**config.mk**
```make
export PLATFORM = sky130hd
export DESIGN_NAME = channel_req_rr
export DESIGN_NICKNAME = d
export VERILOG_FILES = /design/src/rtl/chreq_pkg.sv /design/src/rtl/rot_prior_enc.sv /design/src/rtl/channel_req_rr.sv
export SDC_FILE = /design/constraint.sdc
export NUM_CORES = 1
export LEC_CHECK = 0
export BUFFER_PORTS_ARGS = -buffer_cell sky130_fd_sc_hd__buf_4
export CORE_AREA = 2 2 201 203
export DETAILED_ROUTE_END_ITERATION = 8
export DIE_AREA = 0 0 203 205
export PLACE_DENSITY_LB_ADDON = 0.3
export SYNTH_ARGS = -nofsm -noshare
export SYNTH_HDL_FRONTEND = slang
export SYNTH_SLANG_ARGS = --single-unit
```
**constraint.sdc**
```tcl
create_clock -name i_clk -period 7.3 [get_ports i_clk]
set_clock_uncertainty 0.05 [all_clocks]
set_input_delay 1.46 -clock i_clk [delete_from_list [all_inputs] [get_ports i_clk]]
set_output_delay 1.46 -clock i_clk [all_outputs]
set_load 0.02 [all_outputs]
```
**src/rtl/chreq_pkg.sv**
```systemverilog
// rtl/chreq_pkg.sv - shared types, default header layout and sizing helpers for the channel requester
package chreq_pkg;

    typedef enum logic [2:0] {
        ST_IDLE   = 3'd0,
        ST_RD_HDR = 3'd1,
        ST_LATCH  = 3'd2,
        ST_ARB    = 3'd3,
        ST_REQ    = 3'd4,
        ST_WAIT   = 3'd5,
        ST_PRE_RD = 3'd6,
        ST_SEND   = 3'd7
    } state_t;

    // Default position/width of the byte-length field in the header word
    localparam int DEF_LEN_LSB   = 7;
    localparam int DEF_LEN_W     = 10;
    localparam int DEF_BLK_BYTES = 64;
    localparam int DEF_HDR_BYTES = 4;

    // Payload words needed to carry len bytes on a dwidth-bit bus
    function automatic int unsigned words_for(input int unsigned len, input int unsigned dwidth);
        return (len + (dwidth / 8) - 1) / (dwidth / 8);
    endfunction

    // RAM blocks needed for header plus payload; 32-bit math keeps the sum untruncated
    function automatic int unsigned blocks_for(input int unsigned len, input int unsigned hdr_bytes,
                                               input int unsigned blk_bytes);
        return (len + hdr_bytes + blk_bytes - 1) / blk_bytes;
    endfunction

endpackage

```
**src/rtl/rot_prior_enc.sv**
```systemverilog
// rtl/rot_prior_enc.sv - rotating priority encoder: first set bit at or after start, modulo N
module rot_prior_enc #(
    parameter int N  = 16,
    parameter int IW = $clog2(N)
) (
    input  logic [N-1:0]  vec,
    input  logic [IW-1:0] start,
    output logic          valid,
    output logic [IW-1:0] index
);

    // Walk offsets from farthest to nearest so the nearest set bit is the last to write index
    always_comb begin
        int j;
        valid = 1'b0;
        index = '0;
        for (int i = N - 1; i >= 0; i--) begin
            j = int'(start) + i;
            if (j >= N) begin
                j = j - N;
            end
            if (vec[j]) begin
                valid = 1'b1;
                index = IW'(j);
            end
        end
    end

endmodule

```
**src/rtl/channel_req_rr.sv**
```systemverilog
// rtl/channel_req_rr.sv - per-channel ingress requester; CHREQ_TIMEOUT_EN adds a WAIT timeout
module channel_req_rr
    import chreq_pkg::*;
#(
    parameter int PORTNUM     = 16,
    parameter int DWIDTH      = 32,
    parameter int RAMWIDTH    = 10,
    parameter int LEN_LSB     = DEF_LEN_LSB,
    parameter int LEN_W       = DEF_LEN_W,
    parameter int BLK_BYTES   = DEF_BLK_BYTES,
    parameter int HDR_BYTES   = DEF_HDR_BYTES,
    parameter int PORT_ID     = 0,
    parameter int RR_EN       = 1,
    parameter int TIMEOUT_CYC = 256
) (
    input  logic                i_clk,
    input  logic                i_rst,
    input  logic [DWIDTH-1:0]   i_data,
    input  logic                i_empty,
    output logic                o_rd_en,
    input  logic [PORTNUM-1:0]  i_ready,
    input  logic [RAMWIDTH-1:0] i_ramspace [PORTNUM],
    output logic [PORTNUM-1:0]  o_req,
    input  logic [PORTNUM-1:0]  i_resp,
    input  logic [PORTNUM-1:0]  i_nresp,
    output logic [DWIDTH-1:0]   o_data,
    output logic                o_data_vld,
    output logic                o_sop,
    output logic                o_eop,
    output logic                o_busy
);

    localparam int IW = $clog2(PORTNUM);
    localparam int CW = ((RAMWIDTH > LEN_W) ? RAMWIDTH : LEN_W) + 1;
    localparam int PW = LEN_W + 1;

    // Elaboration-time guard against configurations the datapath cannot honour
    if (PORTNUM < 2 || PORT_ID >= PORTNUM || (DWIDTH % 8) != 0 || TIMEOUT_CYC < 1) begin : g_param_err
        $error("channel_req_rr: illegal parameter combination");
    end

    state_t              state, state_nx;
    logic [DWIDTH-1:0]   hdr;
    logic [PW-1:0]       p_words;
    logic [CW-1:0]       b_need;
    logic [PW-1:0]       cnt;
    logic [PORTNUM-1:0]  excl;
    logic [IW-1:0]       ptr;
    logic [IW-1:0]       sel;
    logic [LEN_W-1:0]    hdr_len;
    logic [PORTNUM-1:0]  elig;
    logic [PORTNUM-1:0]  cand;
    logic                excl_clr;
    logic                cand_vld;
    logic [IW-1:0]       cand_idx;
    logic                resp_sel;
    logic                nresp_sel;
    logic                timeout;

    assign hdr_len   = i_data[LEN_LSB +: LEN_W];
    assign resp_sel  = i_resp[sel];
    assign nresp_sel = i_nresp[sel];
    assign o_busy    = (state != ST_IDLE);

`ifdef CHREQ_TIMEOUT_EN
    localparam int TW = $clog2(TIMEOUT_CYC + 1);
    logic [TW-1:0] to_cnt;

    assign timeout = (state == ST_WAIT) && (to_cnt == TW'(TIMEOUT_CYC - 1));

    // WAIT-cycle counter, restarted every time WAIT is entered
    always_ff @(posedge i_clk) begin
        if (i_rst || state != ST_WAIT) begin
            to_cnt <= '0;
        end else begin
            to_cnt <= to_cnt + TW'(1);
        end
    end
`else
    assign timeout = 1'b0;
`endif

    // Eligible ports; exclusions are dropped once they would hide every eligible port
    always_comb begin
        elig = '0;
        for (int p = 0; p < PORTNUM; p++) begin
            elig[p] = i_ready[p] && (CW'(i_ramspace[p]) >= b_need);
        end
        excl_clr = (elig != '0) && ((elig & ~excl) == '0);
        cand     = excl_clr ? elig : (elig & ~excl);
    end

    rot_prior_enc #(
        .N  (PORTNUM),
        .IW (IW)
    ) u_enc (
        .vec   (cand),
        .start (ptr),
        .valid (cand_vld),
        .index (cand_idx)
    );

    // Next-state and Moore strobes
    always_comb begin
        state_nx = state;
        o_rd_en  = 1'b0;
        o_req    = '0;
        case (state)
            ST_IDLE: begin
                if (!i_empty) begin
                    state_nx = ST_RD_HDR;
                end
            end
            ST_RD_HDR: begin
                o_rd_en  = 1'b1;
                state_nx = ST_LATCH;
            end
            ST_LATCH: begin
                state_nx = ST_ARB;
            end
            ST_ARB: begin
                if (cand_vld) begin
                    state_nx = ST_REQ;
                end
            end
            ST_REQ: begin
                o_req    = PORTNUM'(1) << sel;
                state_nx = ST_WAIT;
            end
            ST_WAIT: begin
                if (resp_sel) begin
                    state_nx = ST_PRE_RD;
                end else if (nresp_sel || timeout) begin
                    state_nx = ST_ARB;
                end
            end
            ST_PRE_RD: begin
                o_rd_en  = (p_words != '0);
                state_nx = ST_SEND;
            end
            ST_SEND: begin
                // Pop word cnt+2 so it lands on o_data two cycles later
                o_rd_en = ((cnt + PW'(1)) < p_words);
                if (cnt == p_words) begin
                    state_nx = i_empty ? ST_IDLE : ST_RD_HDR;
                end
            end
            default: begin
                state_nx = ST_IDLE;
            end
        endcase
    end

    // State, packet bookkeeping and registered output stream
    always_ff @(posedge i_clk) begin
        if (i_rst) begin
            state      <= ST_IDLE;
            hdr        <= '0;
            p_words    <= '0;
            b_need     <= '0;
            cnt        <= '0;
            excl       <= '0;
            ptr        <= IW'(PORT_ID);
            sel        <= '0;
            o_data     <= '0;
            o_data_vld <= 1'b0;
            o_sop      <= 1'b0;
            o_eop      <= 1'b0;
        end else begin
            state      <= state_nx;
            o_data_vld <= 1'b0;
            o_sop      <= 1'b0;
            o_eop      <= 1'b0;
            case (state)
                ST_IDLE: begin
                    excl <= '0;
                end
                ST_LATCH: begin
                    hdr     <= i_data;
                    p_words <= PW'(words_for(32'(hdr_len), DWIDTH));
                    b_need  <= CW'(blocks_for(32'(hdr_len), HDR_BYTES, BLK_BYTES));
                end
                ST_ARB: begin
                    if (excl_clr) begin
                        excl <= '0;
                    end
                    if (cand_vld) begin
                        sel <= cand_idx;
                    end
                end
                ST_WAIT: begin
                    if (resp_sel) begin
                        if (RR_EN != 0) begin
                            ptr <= (sel == IW'(PORTNUM - 1)) ? '0 : sel + IW'(1);
                        end
                    end else if (nresp_sel || timeout) begin
                        excl[sel] <= 1'b1;
                    end
                end
                ST_PRE_RD: begin
                    o_data     <= hdr;
                    o_data_vld <= 1'b1;
                    o_sop      <= 1'b1;
                    o_eop      <= (p_words == '0);
                    cnt        <= '0;
                end
                ST_SEND: begin
                    if (cnt != p_words) begin
                        o_data     <= i_data;
                        o_data_vld <= 1'b1;
                        o_eop      <= ((cnt + PW'(1)) == p_words);
                        cnt        <= cnt + PW'(1);
                    end else begin
                        excl <= '0;
                    end
                end
                default: begin
                end
            endcase
        end
    end

endmodule
```
==> flow_summary.json <==
{
  "layout_commonest_cell": "buf_4",
  "synth_fp_nets": 1915,
  "cts_buffers": 17,
  "synth-seq-cells": 122,
  "combPwrFrac": 0.387,
  "cp_max_fo": 20,
  "io_buffers": 295,
  "crit_arrival_ns": 6.86,
  "n_antenna_cell": 0,
  "place_ws_ns": 0.372,
  "startpoint_type": "input port",
  "cts_max_path_buffers": 2,
  "finalPower_mw": 2.72,
  "drtAntennaViolNets": 0,
  "finish.utilization": 0.378,
  "status": "finished clean",
  "routedWlPerCell_um": 19.0,
  "die_h_um": 205,
  "fin_cells": 2326,
  "grt_use_total": 0.205,
  "netlist.area_leader.share": 0.209,
  "syn_to_final_growth_pct": 27.2,
  "core_sq_um": 39400,
  "cts.sinks": 122,
  "netlist_instances": 1546,
  "end_kind": "flip-flop",
  "setup_ws_ns": 0.726,
  "routed_wl_um": 44300,
  "initial_core_util": 0.298,
  "startpoint": "i_ramspace[6]",
  "hold_end": "hdr[28]",
  "die_w_um": 203,
  "vias": 12700,
  "synthArstFlopShare": 0,
  "hp-class": "flip-flop to flip-flop",
  "pwr-share-clk": 0.320,
  "power_density_nw_per_um2": 183,
  "swShare": 0.366,
  "r2r_start": "b_need[4]",
  "fin_crit_ns": 6.57,
  "synth_top_area_cell": "dfxtp_1",
  "synth_edf_count": 0,
  "r2r_end": "sel[0]",
  "relSlewSlack": 0.156,
  "dpl.hpwl_um": 33500,
  "cts_tree": "built",
  "p_int_mw": 1.73,
  "hold-worst-slack_ns": 0.401,
  "hp-start": "hdr[28]",
  "worst_slew_pin_slew_ns": 1.26,
  "cts-resized-gates": 0,
  "syn_avg_cell_area_sq_um": 7.58,
  "hold_viol": 0,
  "setup_violations": 0,
  "crit_required_ns": 7.58,
  "grt.overflow.total": 0,
  "cap_violations": 0,
  "p_seq_frac": 0.293,
  "dpl-instance-area_sq_um": 14300,
  "power.switching_uw": 997,
  "cts_max_level": 4,
  "routed_via_density": 5.44,
  "antenna_found_initial": 0,
  "fin_nets": 2158,
  "slew_viol_final": 0,
  "drc": 0,
  "synth_area_leaders": "dfxtp_1 (21%), ha_1 (13%), nand2_1 (6.8%)",
  "die_area_sq_um": 41600,
  "drt_iter0_markers": 1027,
  "synthFlopType": "dfxtp_1",
  "yosysUniqueCellTypes": 94,
  "drive_gt1_frac": 0.226,
  "first_pass_iters": 5,
  "rr_worst_depth": 17,
  "setup_tns_ns": 0,
  "worst_skew_pair.late_latency_ns": 0.41,
  "ys_seq_area_frac": 0.209,
  "yosys_warnings": 0,
  "reg2reg_slack_ns": 1.01,
  "clock-root-buffer": "clkbuf_16",
  "cts_hold_buf": 0,
  "ir_drop_mv": 0.164,
  "num_rows": 73,
  "path_clk_slew_ns": 0.06,
  "grt_pass1_wl_um": 68200,
  "max_freq_mhz": 152,
  "ioPinCount": 296,
  "path_class": "input port to flip-flop",
  "grt_pass1_vias": 12200,
  "place_inst": 2295,
  "grt_start_max_net_pins": 102,
  "fillers": 4078,
  "grt_setup_unrepaired": "no",
  "cts_setup_buffers": 0,
  "final_cell_mix": "buf_4 (316), nand2_1 (211), nor2_1 (165)",
  "syn-cell-area_sq_um": 11700,
  "hold_depth": 2,
  "p_leak_nw": 6.03,
  "min_period_over_period": 0.901,
  "gp_congestion": 0.939,
  "fin_area_sq_um": 14900
}
==> cell usage after synthesis (all sizes together), types with 7 or more instances <==
master,n
nor2,166
nor2b,20
nand4,15
o22ai,9
o211ai,7
mux2i,25
inv,67
and3,11
nor4,12
mux2,7
a32oi,11
ha,126
mux4,17
nand2,211
o21ai,77
a21o,24
or4,16
a21oi,135
and2,17
a31oi,15
xnor2,19
nand3,68
o311ai,7
a311oi,38
a211oi,22
o221ai,8
a211o,15
buf,33
dfxtp,122
nand2b,24
clkbuf,58
xor2,27
nor3,14
a22oi,11
==> state kept, by name (all words and copies together), names as in the netlist, 3 cells and up <==
| register | flops |
|---|---|
| excl | 16 |
| state | 3 |
| p_words | 11 |
| b_need | 6 |
| cnt | 11 |
| ptr | 4 |
| sel | 4 |
| hdr | 32 |
| o_data | 32 |
==> routing by layer <==
layer / share of wire / vias to the layer above / global-route usage
met3: 0.047 / 75 / 0.0274
met5: 0 / - / 0
li1: - / 6170 / -
met4: 0.025 / 0 / 0.0649
met2: 0.50 / 369 / 0.359
met1: 0.43 / 6048 / 0.260
==> power groups by stage <==
stage	Combinational, mW	Clock, mW	Sequential (mW)
detailed placement	1.05	0	0.812
CTS	1.06	0.886	0.798
floorplan	0.695	0	0.798
global route	1.18	0.920	0.807
global placement	1.03	0	0.810
finish	1.06	0.871	0.798
==> critical path, cell delays in order <==
cell       delay, ns
buf_4           0.12
or4_1           0.52
a211o_1         0.29
a41oi_1         0.41
nand2b_1        0.42
and4_1          0.27
and3_1          0.82
o21ai_2         0.20
a32oi_1         0.54
a221oi_2        0.17
a2111oi_1       0.63
inv_1           0.22
a21oi_1         0.21
o2bb2ai_1       0.11
a211o_1         0.31
a31oi_1         0.13
==> kinds of logic (layout without fill, tap and decap cells) <==
family                   after synthesis  in the layout  share of synthesized area
AND/OR/NAND/NOR                      602            602                      0.239
XOR/XNOR                              46             46                     0.0344
AO/OA/AOI/OAI                        441            441                      0.261
adder cells (fa/ha/maj)              126            126                      0.135
buffers and inverters                160            415                     0.0621
multiplexers                          49             49                     0.0611
flip-flops                           122            122                      0.209
==> worst max path at each step <==
stage / endpoint / slack (ns)
4_1_cts: sel[0] / 0.79
6_report: sel[0] / 0.73
2_1_floorplan: sel[1] / 1.73
5_1_grt: sel[0] / 0.45
3_3_place_gp: sel[0] / 0.38
3_5_place_dp: sel[0] / 0.37
==> final cells by class <==
| cell class | instances | area (sq um) | share of cell area |
|---|---|---|---|
| timing repair buffer | 316 | 2370 | 0.159 |
| tap | 525 | 657 | 0.0441 |
| sequential | 122 | 2440 | 0.164 |
| inverter | 68 | 255 | 0.0171 |
| clock buffer | 21 | 470 | 0.0316 |
| clock inverter | 10 | 143 | 0.00957 |
| multi-input combinational | 1264 | 8560 | 0.574 |
Note: power is estimated with default switching activity, not from simulation.
